`config.mk`:
```
export PLATFORM = sky130hd
export DESIGN_NAME = md_unit_flat
export DESIGN_NICKNAME = d
export VERILOG_FILES = /design/src/rtl/md_pkg.sv /design/src/rtl/md_if.sv /design/src/rtl/md_step.sv /design/src/rtl/md_unit.sv /design/src/flat_wrapper.sv
export SDC_FILE = /design/constraint.sdc
export NUM_CORES = 1
export LEC_CHECK = 0
export CAP_MARGIN = 30
export CORE_ASPECT_RATIO = 1.5
export CORE_MARGIN = 2
export CORE_UTILIZATION = 35
export CTS_CLUSTER_SIZE = 16
export DETAILED_ROUTE_END_ITERATION = 8
export HOLD_SLACK_MARGIN = 0.03
export SLEW_MARGIN = 20
export SYNTH_ARGS = -nofsm -noshare
export SYNTH_HDL_FRONTEND = slang
export SYNTH_SLANG_ARGS = --single-unit
```
`constraint.sdc`:
```
create_clock -name clk -period 5.8 [get_ports clk]
set_clock_uncertainty 0.2 [all_clocks]
set_input_delay 1.16 -clock clk [delete_from_list [all_inputs] [get_ports clk]]
set_output_delay 1.16 -clock clk [all_outputs]
set_load 0.01 [all_outputs]
```
`src/rtl/md_pkg.sv`:
```
// Shared encodings and configuration checks for the multiply/divide unit.
package md_pkg;

  typedef enum logic [1:0] {
    MD_MULT  = 2'b00,
    MD_MULTU = 2'b01,
    MD_DIV   = 2'b10,
    MD_DIVU  = 2'b11
  } md_op_e;

  typedef enum logic [1:0] {
    IDLE = 2'b00,
    CALC = 2'b01,
    DONE = 2'b10
  } md_state_e;

  // True when the width/unroll pair can be built by the iterative datapath.
  function automatic bit md_unroll_ok(input int unsigned data_w, input int unsigned unroll);
    return (unroll == 1 || unroll == 2 || unroll == 4 || unroll == 8) &&
           (data_w >= 4) && (data_w % 2 == 0) && (data_w % unroll == 0);
  endfunction

endpackage

```
`src/rtl/md_if.sv`:
```
// Start/HI-LO access bus between the pipeline and the multiply/divide unit.
interface md_if #(parameter int unsigned DATA_W = 32);
  logic              in_valid;
  logic              in_ready;
  logic [1:0]        in_op;
  logic [DATA_W-1:0] in_a;
  logic [DATA_W-1:0] in_b;
  logic              cancel;
  logic              hi_wen;
  logic              lo_wen;
  logic [DATA_W-1:0] wdata;
  logic              busy;
  logic              done;
  logic [DATA_W-1:0] hi;
  logic [DATA_W-1:0] lo;

  modport master (
    output in_valid, in_op, in_a, in_b, cancel, hi_wen, lo_wen, wdata,
    input  in_ready, busy, done, hi, lo
  );

  modport slave (
    input  in_valid, in_op, in_a, in_b, cancel, hi_wen, lo_wen, wdata,
    output in_ready, busy, done, hi, lo
  );
endinterface

```
`src/rtl/md_step.sv`:
```
// One combinational iteration: shift-add multiply or restoring divide step.
module md_step #(
  parameter int unsigned DATA_W = 32
) (
  input  logic              is_div,
  input  logic [DATA_W:0]   acc_i,
  input  logic [DATA_W-1:0] mq_i,
  input  logic [DATA_W:0]   opnd_i,
  output logic [DATA_W:0]   acc_o,
  output logic [DATA_W-1:0] mq_o
);

  logic [DATA_W:0]   sum;
  logic [DATA_W:0]   trial;
  logic [DATA_W+1:0] diff;

  // Multiply: add multiplicand on LSB then shift {acc,mq} right.
  // Divide: shift dividend bit into remainder, subtract if it fits.
  always_comb begin
    sum   = acc_i + (mq_i[0] ? opnd_i : '0);
    trial = {acc_i[DATA_W-1:0], mq_i[DATA_W-1]};
    diff  = {1'b0, trial} - {1'b0, opnd_i};
    acc_o = {1'b0, sum[DATA_W:1]};
    mq_o  = {sum[0], mq_i[DATA_W-1:1]};
    if (is_div) begin
      if (!diff[DATA_W+1]) begin
        acc_o = diff[DATA_W:0];
        mq_o  = {mq_i[DATA_W-2:0], 1'b1};
      end else begin
        acc_o = trial;
        mq_o  = {mq_i[DATA_W-2:0], 1'b0};
      end
    end
  end

endmodule

```
`src/rtl/md_unit.sv`:
```
// Iterative multiply/divide unit owning the architectural HI/LO registers.
module md_unit import md_pkg::*; #(
  parameter int unsigned DATA_W = 32,
  parameter int unsigned UNROLL = 1
) (
  input logic clk,
  input logic resetn,
  md_if.slave io
);

  localparam int unsigned N     = DATA_W / UNROLL;
  localparam int unsigned CNT_W = $clog2(N + 1);
  localparam int unsigned PW    = 2 * DATA_W;

  if (!md_unroll_ok(DATA_W, UNROLL)) begin : g_bad_cfg
    $error("md_unit: illegal DATA_W/UNROLL combination");
  end

  md_state_e         state_q, state_d;
  logic [CNT_W-1:0]  cnt_q, cnt_d;
  logic [DATA_W:0]   acc_q, acc_d, opnd_q, opnd_d;
  logic [DATA_W-1:0] mq_q, mq_d, a_raw_q, a_raw_d;
  logic [DATA_W-1:0] hi_q, hi_d, lo_q, lo_d;
  logic              is_div_q, is_div_d, neg_res_q, neg_res_d;
  logic              neg_rem_q, neg_rem_d, dz_q, dz_d;
  logic              busy_q, busy_d, done_q, done_d, ready_q, ready_d;

  logic              signed_op, a_neg, b_neg;
  logic [DATA_W:0]   a_mag, b_mag;
  logic [PW:0]       prod_full;
  logic [PW-1:0]     prod;
  logic [DATA_W-1:0] res_hi, res_lo;

  logic [DATA_W:0]   acc_c [UNROLL+1];
  logic [DATA_W-1:0] mq_c  [UNROLL+1];

  assign acc_c[0] = acc_q;
  assign mq_c[0]  = mq_q;

  for (genvar i = 0; i < UNROLL; i++) begin : g_step
    md_step #(.DATA_W(DATA_W)) u_step (
      .is_div (is_div_q),
      .acc_i  (acc_c[i]),
      .mq_i   (mq_c[i]),
      .opnd_i (opnd_q),
      .acc_o  (acc_c[i+1]),
      .mq_o   (mq_c[i+1])
    );
  end

  // Final result from the last chained step, with sign fix and divide-by-zero override.
  always_comb begin
    prod_full = {acc_c[UNROLL], mq_c[UNROLL]};
    prod      = PW'(neg_res_q ? -prod_full : prod_full);
    res_hi    = prod[PW-1:DATA_W];
    res_lo    = prod[DATA_W-1:0];
    if (is_div_q) begin
      if (dz_q) begin
        res_lo = '1;
        res_hi = a_raw_q;
      end else begin
        res_lo = neg_res_q ? -mq_c[UNROLL] : mq_c[UNROLL];
        res_hi = DATA_W'(neg_rem_q ? -acc_c[UNROLL] : acc_c[UNROLL]);
      end
    end
  end

  // Next-state, operand capture, iteration and HI/LO write selection.
  always_comb begin
    state_d   = state_q;
    cnt_d     = cnt_q;
    acc_d     = acc_q;
    mq_d      = mq_q;
    opnd_d    = opnd_q;
    a_raw_d   = a_raw_q;
    is_div_d  = is_div_q;
    neg_res_d = neg_res_q;
    neg_rem_d = neg_rem_q;
    dz_d      = dz_q;
    hi_d      = io.hi_wen ? io.wdata : hi_q;
    lo_d      = io.lo_wen ? io.wdata : lo_q;
    signed_op = (io.in_op == MD_MULT) || (io.in_op == MD_DIV);
    a_neg     = signed_op & io.in_a[DATA_W-1];
    b_neg     = signed_op & io.in_b[DATA_W-1];
    a_mag     = a_neg ? -{io.in_a[DATA_W-1], io.in_a} : {1'b0, io.in_a};
    b_mag     = b_neg ? -{io.in_b[DATA_W-1], io.in_b} : {1'b0, io.in_b};

    unique case (state_q)
      IDLE: begin
        if (io.in_valid && !io.cancel) begin
          is_div_d  = io.in_op[1];
          neg_res_d = a_neg ^ b_neg;
          neg_rem_d = a_neg;
          dz_d      = (io.in_b == '0);
          a_raw_d   = io.in_a;
          acc_d     = '0;
          mq_d      = DATA_W'(io.in_op[1] ? a_mag : b_mag);
          opnd_d    = io.in_op[1] ? b_mag : a_mag;
          cnt_d     = CNT_W'(N);
          state_d   = CALC;
        end
      end
      CALC: begin
        acc_d = acc_c[UNROLL];
        mq_d  = mq_c[UNROLL];
        cnt_d = cnt_q - CNT_W'(1);
        if (io.cancel) begin
          state_d = IDLE;
        end else if (cnt_q == CNT_W'(1)) begin
          hi_d    = res_hi;
          lo_d    = res_lo;
          state_d = DONE;
        end
      end
      DONE:    state_d = IDLE;
      default: state_d = IDLE;
    endcase

    busy_d  = (state_d == CALC);
    done_d  = (state_d == DONE);
    ready_d = (state_d == IDLE);
  end

  // Architectural state and status flags.
  always_ff @(posedge clk or negedge resetn) begin
    if (!resetn) begin
      state_q <= IDLE;
      hi_q    <= '0;
      lo_q    <= '0;
      busy_q  <= 1'b0;
      done_q  <= 1'b0;
      ready_q <= 1'b1;
    end else begin
      state_q <= state_d;
      hi_q    <= hi_d;
      lo_q    <= lo_d;
      busy_q  <= busy_d;
      done_q  <= done_d;
      ready_q <= ready_d;
    end
  end

  // Datapath working registers; contents are meaningless outside CALC.
  always_ff @(posedge clk or negedge resetn) begin
    if (!resetn) begin
      cnt_q     <= '0;
      acc_q     <= '0;
      mq_q      <= '0;
      opnd_q    <= '0;
      a_raw_q   <= '0;
      is_div_q  <= 1'b0;
      neg_res_q <= 1'b0;
      neg_rem_q <= 1'b0;
      dz_q      <= 1'b0;
    end else begin
      cnt_q     <= cnt_d;
      acc_q     <= acc_d;
      mq_q      <= mq_d;
      opnd_q    <= opnd_d;
      a_raw_q   <= a_raw_d;
      is_div_q  <= is_div_d;
      neg_res_q <= neg_res_d;
      neg_rem_q <= neg_rem_d;
      dz_q      <= dz_d;
    end
  end

  assign io.hi       = hi_q;
  assign io.lo       = lo_q;
  assign io.busy     = busy_q;
  assign io.done     = done_q;
  assign io.in_ready = ready_q;

endmodule

```
`src/flat_wrapper.sv`:
```
// flat-port wrapper written by rule: the top's interface ports become plain ports
module md_unit_flat import md_pkg::*;
#(
  parameter int unsigned DATA_W = 32,
  parameter int unsigned UNROLL = 1
)
  (clk, resetn, io_in_valid, io_in_op, io_in_a, io_in_b, io_cancel, io_hi_wen, io_lo_wen, io_wdata, io_in_ready, io_busy, io_done, io_hi, io_lo);
  md_if #(.DATA_W(DATA_W)) io_i ();
  input logic clk;
  input logic resetn;
  input wire logic [$bits(io_i.in_valid)-1:0] io_in_valid;
  input wire logic [$bits(io_i.in_op)-1:0] io_in_op;
  input wire logic [$bits(io_i.in_a)-1:0] io_in_a;
  input wire logic [$bits(io_i.in_b)-1:0] io_in_b;
  input wire logic [$bits(io_i.cancel)-1:0] io_cancel;
  input wire logic [$bits(io_i.hi_wen)-1:0] io_hi_wen;
  input wire logic [$bits(io_i.lo_wen)-1:0] io_lo_wen;
  input wire logic [$bits(io_i.wdata)-1:0] io_wdata;
  output wire logic [$bits(io_i.in_ready)-1:0] io_in_ready;
  output wire logic [$bits(io_i.busy)-1:0] io_busy;
  output wire logic [$bits(io_i.done)-1:0] io_done;
  output wire logic [$bits(io_i.hi)-1:0] io_hi;
  output wire logic [$bits(io_i.lo)-1:0] io_lo;
  assign io_i.in_valid = io_in_valid;
  assign io_i.in_op = io_in_op;
  assign io_i.in_a = io_in_a;
  assign io_i.in_b = io_in_b;
  assign io_i.cancel = io_cancel;
  assign io_i.hi_wen = io_hi_wen;
  assign io_i.lo_wen = io_lo_wen;
  assign io_i.wdata = io_wdata;
  assign io_in_ready = io_i.in_ready;
  assign io_busy = io_i.busy;
  assign io_done = io_i.done;
  assign io_hi = io_i.hi;
  assign io_lo = io_i.lo;
  md_unit #(.DATA_W(DATA_W), .UNROLL(UNROLL)) u_core (.clk(clk), .resetn(resetn), .io(io_i));
endmodule
```
==> impl_summary.log <==
[metrics] Worst EP arrival: 5.77 ns
[metrics] I/O Buffers: 170
[metrics] number of endpoints failing setup at the final stage: 0
[metrics] DRC violation count after routing: 0
[metrics] maximum number of buffers from clock root to sink: 3
[metrics] share of final-layout standard cells stronger than drive strength 1: 8.30%
[metrics] hold-fix buffer count after cts: 0
[metrics] compound-cell area share of the yosys netlist: about a quarter
[metrics] clock-pin slew reported for the worst setup and hold paths after clock tree synthesis: 0.06 ns
[metrics] insertion delay of the later-clocked pin in the worst-skew pair: 0.58 ns
[metrics] Yosys reg bits: 209
[metrics] Net Switching: approximately 6.4 mW
[metrics] largest fanout on the critical path: 16
[metrics] Crit. End Element: register
[metrics] placeable core region: 52,500 um^2
[metrics] Post-synth EDFFs: 0
[metrics] upper clock frequency limit: 181 MHz
[metrics] final instance count without filler cells: roughly 3.2k
[metrics] Final Hold Vio Count: 0
[metrics] TritonCTS Buffers: 26
[metrics] post-synthesis cell area: approximately 19,000 um^2
[metrics] root buf cell: sky130_fd_sc_hd__clkbuf_16
[metrics] post-synthesis xor/xnor area fraction: ~8.5%
[metrics] post-synthesis share of cell area spent on and, or, nand and nor gates: 20.8%
[metrics] die area: 54,800 um^2
[metrics] number of sinks on the clock net: about 210
[metrics] share of flip-flops with an asynchronous set or reset: 100%
[metrics] fraction of the mapped netlist area in adder cells: 5.01%
[metrics] Filler Cells Inserted: around 5.3k
[metrics] final worst-path cycle share: 95.5%
[metrics] post-synthesis mux area share: 6.82%
[metrics] detailed-route wire length: 89.9 mm
[metrics] proportion of synthesized chip area in sequential cells: 28.3%
[metrics] largest net degree at the start of global routing: 101
[metrics] launch instance of the worst register-to-register path: u_core.mq_q[0]$_DFFE_PN0P_
[metrics] Register-to-Register Setup Slack: 0.26 ns
[metrics] total power per unit cell area: about 540 nW/um^2
[metrics] number of pins with negative max-slew slack in the final report: 0
[metrics] most common cell after layout, fill and taps aside: sky130_fd_sc_hd__nand2_1
[metrics] area delta synth->final: 20.0%
[metrics] post-route total power: between 10 and 15 mW
[metrics] Critical Path Most Common Cell: sky130_fd_sc_hd__a211oi_1
[metrics] buffer and inverter count on the worst path: 1
[metrics] RSZ-0062 raised after global routing: no
[metrics] startpoint type of the worst setup path: register
[metrics] global-route total usage across every layer: 32.5%
[metrics] routed len/inst: 28.0 um
[metrics] final core occ: a little over two fifths
[metrics] Placer Congestion: 0.989
[metrics] Data required, critical path: approximately 6.0 ns
[metrics] Gates resized, CTS repair: 0
[metrics] transition at the pin with the smallest max-transition slack: about 1.0 ns
[metrics] CP top delay family: compound AO/OA/AOI/OAI gates
[metrics] worst slew margin relative to its limit: a little under a third
[metrics] syn nets: 2,528
[metrics] top-level I/O count: 171
[metrics] max cap viols: 0
[metrics] Critical Path Start: u_core.mq_q[0]$_DFFE_PN0P_
[metrics] min-delay src: u_core.a_raw_q[25]$_DFFE_PN0P_
[metrics] distinct cell type count of the synthesized netlist: 93
[metrics] number of vias per cell after detailed routing: 6.15
[metrics] sequential power share: 19.9%
[metrics] Post-Syn Area per Cell: 7.88 um^2
[metrics] number of nets in the layout: between 2k and 3k
[metrics] number of design-rule violations left by the first detailed-router iteration: 1,704
[metrics] Yosys warnings: 0
[metrics] highest ir drop seen on vdd: 0.000248 V
[metrics] Final HPWL DP: between 70 and 80 mm
[metrics] outcome: finished clean
[metrics] Worst Setup Path Type: reg -> reg
[metrics] Post-CTS Setup Repair Bufs: 0
[metrics] Chip Height: 286 um
[metrics] top cell type's share of synthesized area: 28.1%
[metrics] initial core utilization: a little over a third
[metrics] Via Count: 19.8k
[metrics] leakage dissipation: between 9 and 10 nW
[metrics] remaining global-route overflow: 0
[metrics] part of the power in combinational logic: 66.0%
[metrics] TritonCTS clock tree: done
[metrics] worst setup margin: between 0.2 and 0.3 ns
[metrics] largest stage delay on the critical path: 0.63 ns
[metrics] Post-Synthesis Cells: 2,351
[metrics] Switching Fraction: around 53%
[metrics] cell row count: 103
[metrics] Top FF cell, synth: sky130_fd_sc_hd__dfrtp_1
[metrics] Antenna diodes: 0
[metrics] detailed-router iteration count before antenna repair: 5
[metrics] power share of the clock group: 14.1%
[metrics] min cycle time layout: 5.54 ns
[metrics] chain of cells forming the critical path: buf_4 -> and2_1 -> ha_1 -> a21o_1 -> a31o_2 -> a21boi_0 -> a211oi_1 -> a211oi_1 -> o211ai_1 -> a211oi_1 -> or4b_1 -> o31ai_1 -> xor2_1 -> a22oi_1 -> a22oi_1
[metrics] minimum setup slack after placement: 0.221 ns
[metrics] H-tree lvl count: 1
[metrics] setup TNS: 0 ns
[metrics] cell taking the most area after synthesis: sky130_fd_sc_hd__dfrtp_1
[metrics] antenna violations before repair: 1
[metrics] Placed Cells incl. Taps: 3,163
[metrics] P_int: 5.70 mW
[metrics] type of the tightest min-delay check: reg -> reg
[metrics] combinational family with the most area after synthesis: compound AO/OA/AOI/OAI gates
[metrics] Die X-Extent: about 190 um
[metrics] first-pass GRT wire length: 131 mm
[metrics] number of nets with antenna violations after routing: 0
[metrics] biggest area contributors in the synthesized netlist: sky130_fd_sc_hd__dfrtp_1 (28%), sky130_fd_sc_hd__nand2_1 (7.2%), sky130_fd_sc_hd__mux2i_1 (5.8%), sky130_fd_sc_hd__xnor2_1 (5.7%), sky130_fd_sc_hd__o21ai_0 (5.5%)
[metrics] cell with the largest stage delay on the worst path: sky130_fd_sc_hd__dfrtp_1
[metrics] vias in the first global route: around 20k
[metrics] most frequent cells in the layout: sky130_fd_sc_hd__nand2_1 (354), sky130_fd_sc_hd__dfrtp_1 (207), sky130_fd_sc_hd__o21ai_0 (204), sky130_fd_sc_hd__clkdlybuf4s50_1 (166), sky130_fd_sc_hd__a21oi_1 (144)
[logic make-up (layout without fill, tap and decap cells)]
family          Yosys count  count (layout)
simple gates            821             821
compound gates          727             727
buf+inv                 218             397
flops                   209             209
xor+xnor                179             179
mux                     124             124
fa+ha+maj                73              73
[flip-flops by register name, summed over array words and instances (netlist names), 2 cells and up]
register / cells
u_core.state_q: 2
u_core.io.lo: 32
u_core.opnd_q: 33
u_core.io.hi: 32
u_core.mq_q: 32
u_core.a_raw_q: 32
u_core.cnt_q: 6
u_core.acc_q: 33
[synth_stat cells, types with 37 or more instances]
cell / number
sky130_fd_sc_hd__o21ai_0: 205
sky130_fd_sc_hd__o211ai_1: 49
sky130_fd_sc_hd__clkbuf_1: 117
sky130_fd_sc_hd__nand2_1: 354
sky130_fd_sc_hd__o221ai_1: 40
sky130_fd_sc_hd__a22oi_1: 39
sky130_fd_sc_hd__xor2_1: 58
sky130_fd_sc_hd__nor2_1: 142
sky130_fd_sc_hd__nor3_1: 51
sky130_fd_sc_hd__mux2i_1: 107
sky130_fd_sc_hd__dfrtp_1: 208
sky130_fd_sc_hd__ha_1: 71
sky130_fd_sc_hd__nand3_1: 64
sky130_fd_sc_hd__xnor2_1: 121
sky130_fd_sc_hd__inv_1: 72
sky130_fd_sc_hd__and2_1: 37
sky130_fd_sc_hd__a21oi_1: 144
[power by group through the flow]
stage          Sequential, mW  Clock (mW)  Combinational, mW
6_report                 2.40        1.70               7.95
5_1_grt                  2.43        1.77               8.43
4_1_cts                  2.39        1.71               7.75
3_5_place_dp             2.41           0               7.70
3_3_place_gp             2.40           0               7.70
2_1_floorplan            2.18           0               4.82
[metrics by stage]
| step | instance area [um^2] | hold WS, ns |
|---|---|---|
| after floorplan | 18500 | 0.237 |
| after global placement | 21300 | 0.269 |
| after detailed placement | 21300 | 0.271 |
| after CTS | 22200 | 0.286 |
| after global routing | 22200 | 0.306 |
| final | 22200 | 0.282 |
[worst register-to-register path: stages, from the launching register on]
cell and delay [ns]:
sky130_fd_sc_hd__dfrtp_1 0.63, sky130_fd_sc_hd__buf_4 0.28, sky130_fd_sc_hd__and2_1 0.14, sky130_fd_sc_hd__ha_1 0.32, sky130_fd_sc_hd__a21o_1 0.25, sky130_fd_sc_hd__a31o_2 0.27
sky130_fd_sc_hd__a21boi_0 0.54, sky130_fd_sc_hd__a211oi_1 0.16, sky130_fd_sc_hd__a211oi_1 0.43, sky130_fd_sc_hd__o211ai_1 0.28, sky130_fd_sc_hd__a211oi_1 0.42, sky130_fd_sc_hd__or4b_1 0.60
sky130_fd_sc_hd__o31ai_1 0.38, sky130_fd_sc_hd__xor2_1 0.12, sky130_fd_sc_hd__a22oi_1 0.26, sky130_fd_sc_hd__a22oi_1 0.13
[metal layers]
layer / GRT usage [%] / up-vias / share of wire, %
met5: 0 / - / 0.013
met4: 26.4 / 2 / 9.8
met3: 3.97 / 291 / 5.6
met2: 56.4 / 854 / 50
met1: 35.1 / 9678 / 35
li1: - / 8931 / -
[final cells by class]
class / count / area, um^2 / share of cell area, %
multi-input cells: 1924 / 12500 / 56.1
repair buffers: 274 / 2530 / 11.4
flip-flops and latches: 209 / 5240 / 23.6
inverters: 76 / 285 / 1.28
well taps: 682 / 853 / 3.84
clock buffers: 34 / 681 / 3.06
clock inverters: 13 / 164 / 0.738
[path summary, 6_finish.rpt]
check                                                  to  cells after the start
min reg2reg                u_core.a_raw_q[25]$_DFFE_PN0P_                      2
min                        u_core.a_raw_q[25]$_DFFE_PN0P_                      2
max                            u_core.io.hi[25]$_DFF_PN0_                     15
min in group asynchronous      u_core.io.hi[20]$_DFF_PN0_                      1
max reg2reg                    u_core.io.hi[25]$_DFF_PN0_                     15
max in group asynchronous     u_core.acc_q[8]$_DFFE_PN0P_                      2
(Power assumes the default switching activity.)
